### src/rtl/seven_segment_reader_if.sv
// Decoded-event handshake between the segment reader and its consumer.
// The reader drives valid/digit/kind; the consumer drives ready.
interface seven_segment_reader_if;
  logic       out_valid;
  logic       out_ready;
  logic [3:0] out_digit;
  logic [1:0] out_kind;

  modport master (output out_valid, output out_digit, output out_kind, input out_ready);
  modport slave  (input out_valid, input out_digit, input out_kind, output out_ready);
endinterface

### src/rtl/seven_segment_reader.sv
// Glitch-filtering decoder for an active-low 7-segment bus; emits one event per
// accepted pattern change into a one-entry holding register with overrun flag.
module seven_segment_reader #(
  parameter int STABLE_CYCLES = 4,
  parameter int CNT_W         = 8
) (
  input  logic                          clk,
  input  logic                          rst_n,
  input  logic [6:0]                    seg_n,
  seven_segment_reader_if.master        out_if,
  output logic                          overrun,
  input  logic                          clr_overrun
);

  localparam logic [1:0] S_IDLE    = 2'd0;
  localparam logic [1:0] S_QUALIFY = 2'd1;
  localparam logic [1:0] S_EMIT    = 2'd2;

  localparam logic [1:0] KIND_DIGIT   = 2'd0;
  localparam logic [1:0] KIND_BLANK   = 2'd1;
  localparam logic [1:0] KIND_DASH    = 2'd2;
  localparam logic [1:0] KIND_INVALID = 2'd3;

  localparam logic [6:0] SEG_BLANK = 7'b1111111;
  localparam logic [6:0] SEG_DASH  = 7'b1111110;

  localparam logic [CNT_W-1:0] LAST_CNT    = CNT_W'(STABLE_CYCLES - 1);
  localparam bit               DIRECT_EMIT = (STABLE_CYCLES == 1);

  function automatic logic [5:0] decode(input logic [6:0] seg);
    logic [5:0] r;
    case (seg)
      7'b0000001: r = {KIND_DIGIT, 4'h0};
      7'b1001111: r = {KIND_DIGIT, 4'h1};
      7'b0010010: r = {KIND_DIGIT, 4'h2};
      7'b0000110: r = {KIND_DIGIT, 4'h3};
      7'b1001100: r = {KIND_DIGIT, 4'h4};
      7'b0100100: r = {KIND_DIGIT, 4'h5};
      7'b0100000: r = {KIND_DIGIT, 4'h6};
      7'b0001111: r = {KIND_DIGIT, 4'h7};
      7'b0000000: r = {KIND_DIGIT, 4'h8};
      7'b0000100: r = {KIND_DIGIT, 4'h9};
      7'b0001000: r = {KIND_DIGIT, 4'hA};
      7'b1100000: r = {KIND_DIGIT, 4'hB};
      7'b0110001: r = {KIND_DIGIT, 4'hC};
      7'b1000010: r = {KIND_DIGIT, 4'hD};
      7'b0110000: r = {KIND_DIGIT, 4'hE};
      7'b0111000: r = {KIND_DIGIT, 4'hF};
      SEG_BLANK:  r = {KIND_BLANK, 4'h0};
      SEG_DASH:   r = {KIND_DASH, 4'h0};
      default:    r = {KIND_INVALID, 4'h0};
    endcase
    return r;
  endfunction

  logic [6:0]       seg_q;
  logic [6:0]       last_accepted;
  logic [6:0]       cand;
  logic [CNT_W-1:0] cnt;
  logic [CNT_W-1:0] cnt_inc;
  logic [1:0]       state;
  logic             emit;
  logic [5:0]       event_code;

  assign cnt_inc    = cnt + 1'b1;
  assign emit       = (state == S_EMIT);
  assign event_code = decode(cand);

  // Stage 1: input register and qualification FSM
  always_ff @(posedge clk) begin
    if (!rst_n) begin
      seg_q         <= SEG_BLANK;
      last_accepted <= SEG_BLANK;
      cand          <= SEG_BLANK;
      cnt           <= '0;
      state         <= S_IDLE;
    end else begin
      seg_q <= seg_n;
      case (state)
        S_IDLE: begin
          if (seg_q != last_accepted) begin
            cand  <= seg_q;
            cnt   <= '0;
            state <= DIRECT_EMIT ? S_EMIT : S_QUALIFY;
          end
        end
        S_QUALIFY: begin
          if (seg_q == last_accepted) begin
            state <= S_IDLE;
          end else if (seg_q != cand) begin
            cand <= seg_q;
            cnt  <= '0;
          end else if (cnt_inc == LAST_CNT) begin
            state <= S_EMIT;
          end else begin
            cnt <= cnt_inc;
          end
        end
        S_EMIT: begin
          last_accepted <= cand;
          // A pattern already differing from the one just accepted starts a new qualification.
          if (seg_q != cand) begin
            cand  <= seg_q;
            cnt   <= '0;
            state <= DIRECT_EMIT ? S_EMIT : S_QUALIFY;
          end else begin
            state <= S_IDLE;
          end
        end
        default: state <= S_IDLE;
      endcase
    end
  end

  // Stage 2: one-entry output holding register and sticky overrun
  always_ff @(posedge clk) begin
    if (!rst_n) begin
      out_if.out_valid <= 1'b0;
      out_if.out_digit <= 4'h0;
      out_if.out_kind  <= KIND_BLANK;
      overrun          <= 1'b0;
    end else begin
      if (emit && (!out_if.out_valid || out_if.out_ready)) begin
        out_if.out_valid <= 1'b1;
        out_if.out_kind  <= event_code[5:4];
        out_if.out_digit <= event_code[3:0];
      end else if (out_if.out_valid && out_if.out_ready) begin
        out_if.out_valid <= 1'b0;
      end

      if (emit && out_if.out_valid && !out_if.out_ready)
        overrun <= 1'b1;
      else if (clr_overrun)
        overrun <= 1'b0;
    end
  end

endmodule

### src/flat_wrapper.sv
// flat-port wrapper written by rule: the top's interface ports become plain ports
module seven_segment_reader_flat 
#(
  parameter int STABLE_CYCLES = 4,
  parameter int CNT_W         = 8
)
  (clk, rst_n, seg_n, overrun, clr_overrun, out_if_out_valid, out_if_out_digit, out_if_out_kind, out_if_out_ready);
  seven_segment_reader_if out_if_i ();
  input  logic clk;
  input  logic rst_n;
  input  logic [6:0] seg_n;
  output logic overrun;
  input  logic clr_overrun;
  output wire logic [$bits(out_if_i.out_valid)-1:0] out_if_out_valid;
  output wire logic [$bits(out_if_i.out_digit)-1:0] out_if_out_digit;
  output wire logic [$bits(out_if_i.out_kind)-1:0] out_if_out_kind;
  input wire logic [$bits(out_if_i.out_ready)-1:0] out_if_out_ready;
  assign out_if_out_valid = out_if_i.out_valid;
  assign out_if_out_digit = out_if_i.out_digit;
  assign out_if_out_kind = out_if_i.out_kind;
  assign out_if_i.out_ready = out_if_out_ready;
  seven_segment_reader #(.STABLE_CYCLES(STABLE_CYCLES), .CNT_W(CNT_W)) u_core (.clk(clk), .rst_n(rst_n), .seg_n(seg_n), .out_if(out_if_i), .overrun(overrun), .clr_overrun(clr_overrun));
endmodule
### config.mk
export PLATFORM = sky130hd
export DESIGN_NAME = seven_segment_reader_flat
export DESIGN_NICKNAME = d
export VERILOG_FILES = /design/src/rtl/seven_segment_reader_if.sv /design/src/rtl/seven_segment_reader.sv /design/src/flat_wrapper.sv
export SDC_FILE = /design/constraint.sdc
export NUM_CORES = 1
export LEC_CHECK = 0
export CAP_MARGIN = 20
export CORE_MARGIN = 4
export CORE_UTILIZATION = 59
export CTS_CLUSTER_SIZE = 30
export DETAILED_ROUTE_END_ITERATION = 10
export DONT_BUFFER_PORTS = 1
export GPL_TIMING_DRIVEN = 0
export PLACE_DENSITY = 0.75
export SETUP_SLACK_MARGIN = 0.02
export SYNTH_ARGS = -nofsm -noshare
export SYNTH_HDL_FRONTEND = slang
export SYNTH_SLANG_ARGS = --single-unit
### constraint.sdc
create_clock -name clk -period 2.92 [get_ports clk]
set_input_delay 0.584 -clock clk [delete_from_list [all_inputs] [get_ports clk]]
set_output_delay 0.584 -clock clk [all_outputs]
set_load 0.02 [all_outputs]
==> impl_metrics.tcl, run 1 <==
set metrics [dict create \
    p_leak_nw 0.884 \
    wl_per_cell_um 14.7 \
    cts_setup_buffers 0 \
    wirelength_mm 4.56 \
    final_hold_viol_count 0 \
    initial_core_util 0.610 \
    fmax_mhz 493 \
    status "finished clean" \
    r2r_start "u_core.state[1]$_SDFFE_PN0P_" \
    slowest_delay_ps 380 \
    reg2reg_setup_slack_ps 890 \
    clockBufferDepth 2 \
    num_rows 22 \
    setup_viol 0 \
    start_kind "flip-flop" \
    die_w_um 69.3 \
    die_h_um 69.3 \
    syn_area_um2 2220 \
    port_buffers 0 \
    synth-edff-count 0 \
    synth_cells 255 \
    slew_violations 0 \
    first_global_vias 1616 \
    worstSetupPathType "flip-flop to flip-flop" \
    synth_ff_type "dfxtp_1" \
    core_area_um2 3630 \
    cp-end-kind "flip-flop" \
    hold_class "input pin to flip-flop" \
    overflow 0 \
    cts_resized 0 \
    hold_buffers 0 \
    max_slew_margin 0.545 \
    cp_slowest_cell "dfxtp_1" \
    holdWs_ps 389 \
    worstHoldEndpoint "u_core.seg_q[2]$_SDFF_PN1_" \
    critPathMaxFanout 7 \
    die-area_um2 4800 \
    final_common_cell "dfxtp_1" \
    synthesis.nets 273 \
    r2r-end "u_core.cnt[0]$_SDFFE_PN0P_" \
    vias_per_cell 5.82 \
    drt_iter0_drc 124 \
    cap_violations 0 \
    grt_use_total 0.197 \
    min_period_ps 2030 \
    post_synth.cell_area_avg_um2 8.69 \
    rsz0062_at_grt "no" \
    path_cells "inv_1 > ha_1 > o21a_1 > a31oi_2 > nand4_1 > nor3b_1 > a21o_1" \
    h-tree-depth 2 \
    yosysSeqAreaShare 0.352 \
    critPathTopFamily "simple AND/OR/NAND/NOR gates" \
    ant_nets 0 \
    synth-warning-count 0 \
    vias 1805 \
    clkTransAtPathRegs_ps 80 \
    num_antenna_cells 0 \
    p_per_area_nw_per_um2 489 \
    io_pins 19 \
    drive_above_1_share 0.0954 \
    antenna_found_initial 0 \
    worstPathRequired_ps 3160 \
    synth_cell_types 52 \
    clock_latency_ps 290 \
    netlist_top_cells_area "dfxtp_1, mux2i_1, nand2_1, ha_1, xnor2_1" \
    cts-root-buf "clkbuf_8" \
    ys_seq_elements 39 \
    power_mw 1.17 \
    firstDrtPassIters 4 \
    async_reset_ff_frac 0 \
    reg2reg_depth 7 \
    dpl.hpwl_mm 3.37 \
    crit_arrival_ps 2270 \
    finalCritPeriodShare 0.695 \
    yosys.area.top_type "dfxtp_1" \
    cts_tree "yes" \
    cts_buffers 5 \
    tightest_slew_ps 682 \
    area_growth_pct 7.51 \
    nNetsFinal 280 \
    cts_sinks 39 \
    grt_pass1_wl_mm 7.72 \
    ir_drop_mv 0.352 \
    setup_tns_ps 0 \
    holdPathStages 1 \
    worstPathBufferInverterCount 1 \
    finClkSkew_ps 4.10 \
    drt_drc_violations_left 0 \
    yosysTopAreaCellShare 0.352 \
    gp_congestion 0.844 \
    grt_max_degree 13 \
    holdCritStartpoint "seg_n[2]" \
    final_cell_mix "dfxtp_1, nand2_1, mux2i_1, nor2_1, a21oi_1" \
]
[routing by layer]
metal | global-route usage | share of wire | up-vias
li1 | - | - | 921
met1 | 0.282 | 0.50 | 838
met2 | 0.290 | 0.44 | 41
met3 | 0.0507 | 0.045 | 5
met4 | 0.0586 | 0.012 | 0
met5 | 0 | 0 | -
[where the power goes]
part           total (mW)  switching (mW)  leakage (nW)  internal, mW
Clock               0.436           0.186        0.0502         0.250
Combinational       0.165          0.0984         0.515        0.0663
Sequential          0.564          0.0171         0.318         0.547
Total                1.17           0.302         0.884         0.863
[synthesized netlist by cell type, types with 4 or more instances]
master	n
nor3b_1	4
nor2b_1	6
a21oi_1	10
inv_1	9
a21o_1	6
and3_1	6
nand2_1	26
nand2b_1	9
buf_2	6
a31oi_1	5
o21a_1	4
clkbuf_1	8
nand4_1	4
mux2i_1	15
dfxtp_1	39
nor4_1	6
nor2_1	13
xor2_1	8
nor3_1	6
xnor2_1	8
ha_1	7
o21ai_0	9
or3_1	4
[registers in the layout, indices dropped and copies added, names as in the netlist]
name                     cells
u_core.cand                  7
u_core.cnt                   8
u_core.last_accepted         7
u_core.out_if.out_digit      4
u_core.out_if.out_kind       2
u_core.out_if.out_valid      1
u_core.overrun               1
u_core.seg_q                 7
u_core.state                 2
[cell type report]
class | count | area, um^2
clock buffers | 5 | 68.8
well taps | 48 | 60.1
flip-flops and latches | 39 | 781
multi-input cells | 192 | 1340
fillers | 326 | 1250
inverters | 9 | 33.8
plain buffers | 15 | 63.8
clock inverters | 2 | 37.5
[worst max-delay path by stage]
| stage | slack (ps) | end | cells after the start | startpoint |
|---|---|---|---|---|
| finish | 890 | u_core.cnt[0]$_SDFFE_PN0P_ | 7 | u_core.state[1]$_SDFFE_PN0P_ |
| floorplan | 1180 | u_core.state[0]$_SDFFE_PN0P_ | 7 | u_core.cnt[0]$_SDFFE_PN0P_ |
| global route | 710 | u_core.state[0]$_SDFFE_PN0P_ | 7 | u_core.cnt[0]$_SDFFE_PN0P_ |
| detailed placement | 900 | u_core.state[0]$_SDFFE_PN0P_ | 7 | u_core.cnt[0]$_SDFFE_PN0P_ |
| CTS | 890 | u_core.state[0]$_SDFFE_PN0P_ | 7 | u_core.cnt[0]$_SDFFE_PN0P_ |
| global placement | 950 | u_core.state[0]$_SDFFE_PN0P_ | 7 | u_core.cnt[0]$_SDFFE_PN0P_ |
[worst reg2reg max path, delay by kind of cell (launching register included)]
family / cells / cell delay (ps)
flip-flops: 1 / 380
buffers and inverters: 1 / 100
AND/OR/NAND/NOR: 2 / 660
AO/OA/AOI/OAI: 3 / 610
adder cells (fa/ha/maj): 1 / 230
[per-stage QoR]
stage / instance area (um^2) / std cells / setup WS, ps / util
2_1_floorplan: 2220 / 255 / 1180 / -
3_3_place_gp: 2280 / 303 / 949 / 0.627
3_5_place_dp: 2280 / 303 / 903 / 0.627
4_1_cts: 2380 / 310 / 886 / 0.656
5_1_grt: 2380 / 310 / 714 / 0.656
6_report: 2380 / 310 / 891 / 0.656
[cell families (layout without fill, tap and decap cells)]
family / count (synthesis) / after routing / share of synthesized area
xor+xnor: 16 / 16 / 0.0632
buf+inv: 24 / 31 / 0.0440
fa+ha+maj: 7 / 7 / 0.0395
simple gates: 101 / 101 / 0.253
flops: 39 / 39 / 0.352
compound gates: 53 / 53 / 0.180
mux: 15 / 15 / 0.0677
No activity file was read; power rests on OpenSTA's default activity.
==> run 2, diff against run 1 <==
==> constraint.sdc (replaced) <==
create_clock -name clk -period 2 [get_ports clk]
set_input_delay 0.4 -clock clk [delete_from_list [all_inputs] [get_ports clk]]
set_output_delay 0.4 -clock clk [all_outputs]
set_load 0.02 [all_outputs]
==> run 2 against run 1 <==
  * Combinational power increased by 64%
  * Largest cell class unchanged
  * Clock power increased by 46%
  * Count of clock-buffer cells in the layout unchanged
  * Non-clock buffer count increased by 2
  * Die area unchanged
  * Via count decreased by 0.33%
==> impl_metrics.tcl, run 2 (synthesis gave the netlist of run 1 again) <==
set metrics [dict create \
    first_global_vias 1620 \
    reg2reg_depth 7 \
    drt_drc_violations_left 0 \
    antenna_found_initial 0 \
    nNetsFinal 282 \
    status "finished clean" \
    power_mw 1.73 \
    wirelength_mm 4.66 \
    p_int_mw 1.28 \
    drt_iter0_drc 119 \
    core_area_um2 3630 \
    grt_use_total 0.197 \
    final_hold_viol_count 0 \
    p_seq_frac 0.476 \
    clockBufferDepth 2 \
    h-tree-depth 2 \
    cts-root-buf "clkbuf_8" \
    crit_arrival_ps 2110 \
    firstDrtPassIters 6 \
    largest_reg_flops 8 \
    port_buffers 0 \
    wl_per_cell_um 14.9 \
    p_leak_nw 0.902 \
    vias 1799 \
    clkPwrFrac 0.368 \
    top_register "u_core.cnt" \
    cap_violations 0 \
    cp-end-kind "flip-flop" \
    p_per_area_nw_per_um2 701 \
    finClkSkew_ps 4.28 \
    final_common_cell "dfxtp_1" \
    netSwitchingPower_uw 453 \
    start_kind "flip-flop" \
    worstSetupPathType "flip-flop to flip-flop" \
    path_cells "ha_2 > nand3_2 > nor4_1 > a31o_2 > nand3b_1 > a31oi_2 > mux2i_1" \
    final_util 0.679 \
    r2r_start "u_core.cnt[1]$_SDFFE_PN0P_" \
    critPathMaxFanout 7 \
    area_growth_pct 11.2 \
    critPathTopFamily "simple AND/OR/NAND/NOR gates" \
    holdPathStages 1 \
    slowest_delay_ps 400 \
    reg2reg_setup_slack_ps 110 \
    num_antenna_cells 0 \
    gp_congestion 0.844 \
    drive_above_1_share 0.136 \
    initial_core_util 0.610 \
    overflow 0 \
    cts_sinks 39 \
    worstPathBufferInverterCount 0 \
    fmax_mhz 528 \
    holdCritStartpoint "seg_n[2]" \
    vias_per_cell 5.77 \
    tightest_slew_ps 686 \
    grt_pass1_wl_mm 7.71 \
    p_comb_frac 0.156 \
    ant_nets 0 \
    cts_tree "yes" \
    clock_latency_ps 290 \
    final_cell_mix "dfxtp_1, nand2_1, mux2i_1, nor2_1, a21oi_1" \
    worstPathRequired_ps 2220 \
    swShare 0.262 \
    slew_violations 0 \
    ir_drop_mv 0.517 \
    dpl.hpwl_mm 3.37 \
    die_w_um 69.3 \
    num_rows 22 \
    cp_slowest_cell "dfxtp_2" \
    die_h_um 69.3 \
    min_period_ps 1890 \
    worstHoldEndpoint "u_core.seg_q[2]$_SDFF_PN1_" \
    setup_viol 0 \
    clkTransAtPathRegs_ps 80 \
    die-area_um2 4800 \
    finalCritPeriodShare 0.946 \
    io_pins 19 \
    max_slew_margin 0.543 \
    grt_max_degree 13 \
    holdWs_ps 205 \
    cts_buffers 5 \
    r2r-end "u_core.state[0]$_SDFFE_PN0P_" \
    hold_class "input pin to flip-flop" \
]
## run 2: power by group through the flow
| stage | Clock [mW] | Combinational, mW | Sequential, mW |
|---|---|---|---|
| 2_1_floorplan | 0 | 0.194 | 0.836 |
| 3_3_place_gp | 0 | 0.236 | 0.841 |
| 3_5_place_dp | 0 | 0.238 | 0.842 |
| 4_1_cts | 0.648 | 0.241 | 0.824 |
| 5_1_grt | 0.681 | 0.297 | 0.826 |
| 6_report | 0.636 | 0.270 | 0.823 |
## run 2: metal layers
metal,share of wire,global-route usage,up-vias
li1,-,-,919
met1,0.51,0.282,837
met2,0.44,0.290,38
met3,0.040,0.0507,5
met4,0.012,0.0586,0
met5,0,0,-
## run 2: worst max path at each step
| stage | slack [ps] | cells past startpoint | to | start |
|---|---|---|---|---|
| CTS | 70 | 7 | u_core.state[0]$_SDFFE_PN0P_ | u_core.cnt[0]$_SDFFE_PN0P_ |
| finish | 110 | 7 | u_core.state[0]$_SDFFE_PN0P_ | u_core.cnt[1]$_SDFFE_PN0P_ |
| floorplan | 260 | 7 | u_core.state[0]$_SDFFE_PN0P_ | u_core.cnt[0]$_SDFFE_PN0P_ |
| detailed placement | -20 | 7 | u_core.state[0]$_SDFFE_PN0P_ | u_core.cnt[0]$_SDFFE_PN0P_ |
| global placement | 30 | 7 | u_core.state[0]$_SDFFE_PN0P_ | u_core.cnt[0]$_SDFFE_PN0P_ |
| global route | -30 | 7 | u_core.state[0]$_SDFFE_PN0P_ | u_core.cnt[1]$_SDFFE_PN0P_ |
## run 2: worst register-to-register path: cells and delay by family (launching register included)
| family | cells | cell delay (ps) |
|---|---|---|
| AND/OR/NAND/NOR | 3 | 580 |
| adder cells (fa/ha/maj) | 1 | 240 |
| AO/OA/AOI/OAI | 2 | 410 |
| multiplexers | 1 | 200 |
| flip-flops | 1 | 400 |
## run 2: through the flow
stage                     setup TNS, ps  std cells  setup slack [ps]  cell area, um^2
after floorplan                       0        255               260             2220
final                                 0        312               107             2470
after detailed placement          -17.3        303             -17.3             2280
after global placement                0        303              28.7             2280
after CTS                             0        311              70.3             2390
after global routing               -117        312             -26.9             2470
## run 2: area by class of cell
type,instances,area [um^2]
Inverter,9,33.8
Buffer,15,63.8
Timing Repair Buffer,2,27.5
Sequential cell,39,787
Clock buffer,5,68.8
Multi-Input combinational cell,192,1390
Fill cell,310,1170
Tap cell,48,60.1
Clock inverter,2,37.5
## run 2: repair_timing
item | in CTS | in global routing
resized for setup | 2 | 11
hold endpoints to repair | 0 | 0
setup endpoints to repair | 8 | 12
pin swaps | 1 | 1
hold buffers | 0 | 0
cloned | 0 | 0
setup buffers | 1 | 1
==> run 3, diff against run 2 <==
--- a/config.mk
+++ b/config.mk
@@ -8,6 +8,7 @@
 export CAP_MARGIN = 20
 export CORE_MARGIN = 4
 export CORE_UTILIZATION = 59
+export CTS_BUF_LIST = sky130_fd_sc_hd__clkbuf_8 sky130_fd_sc_hd__clkbuf_16
 export CTS_CLUSTER_SIZE = 30
 export DETAILED_ROUTE_END_ITERATION = 10
 export DONT_BUFFER_PORTS = 1
==> results of run 3 <==
Final layout, timing and power as in run 2 (identical DEF).
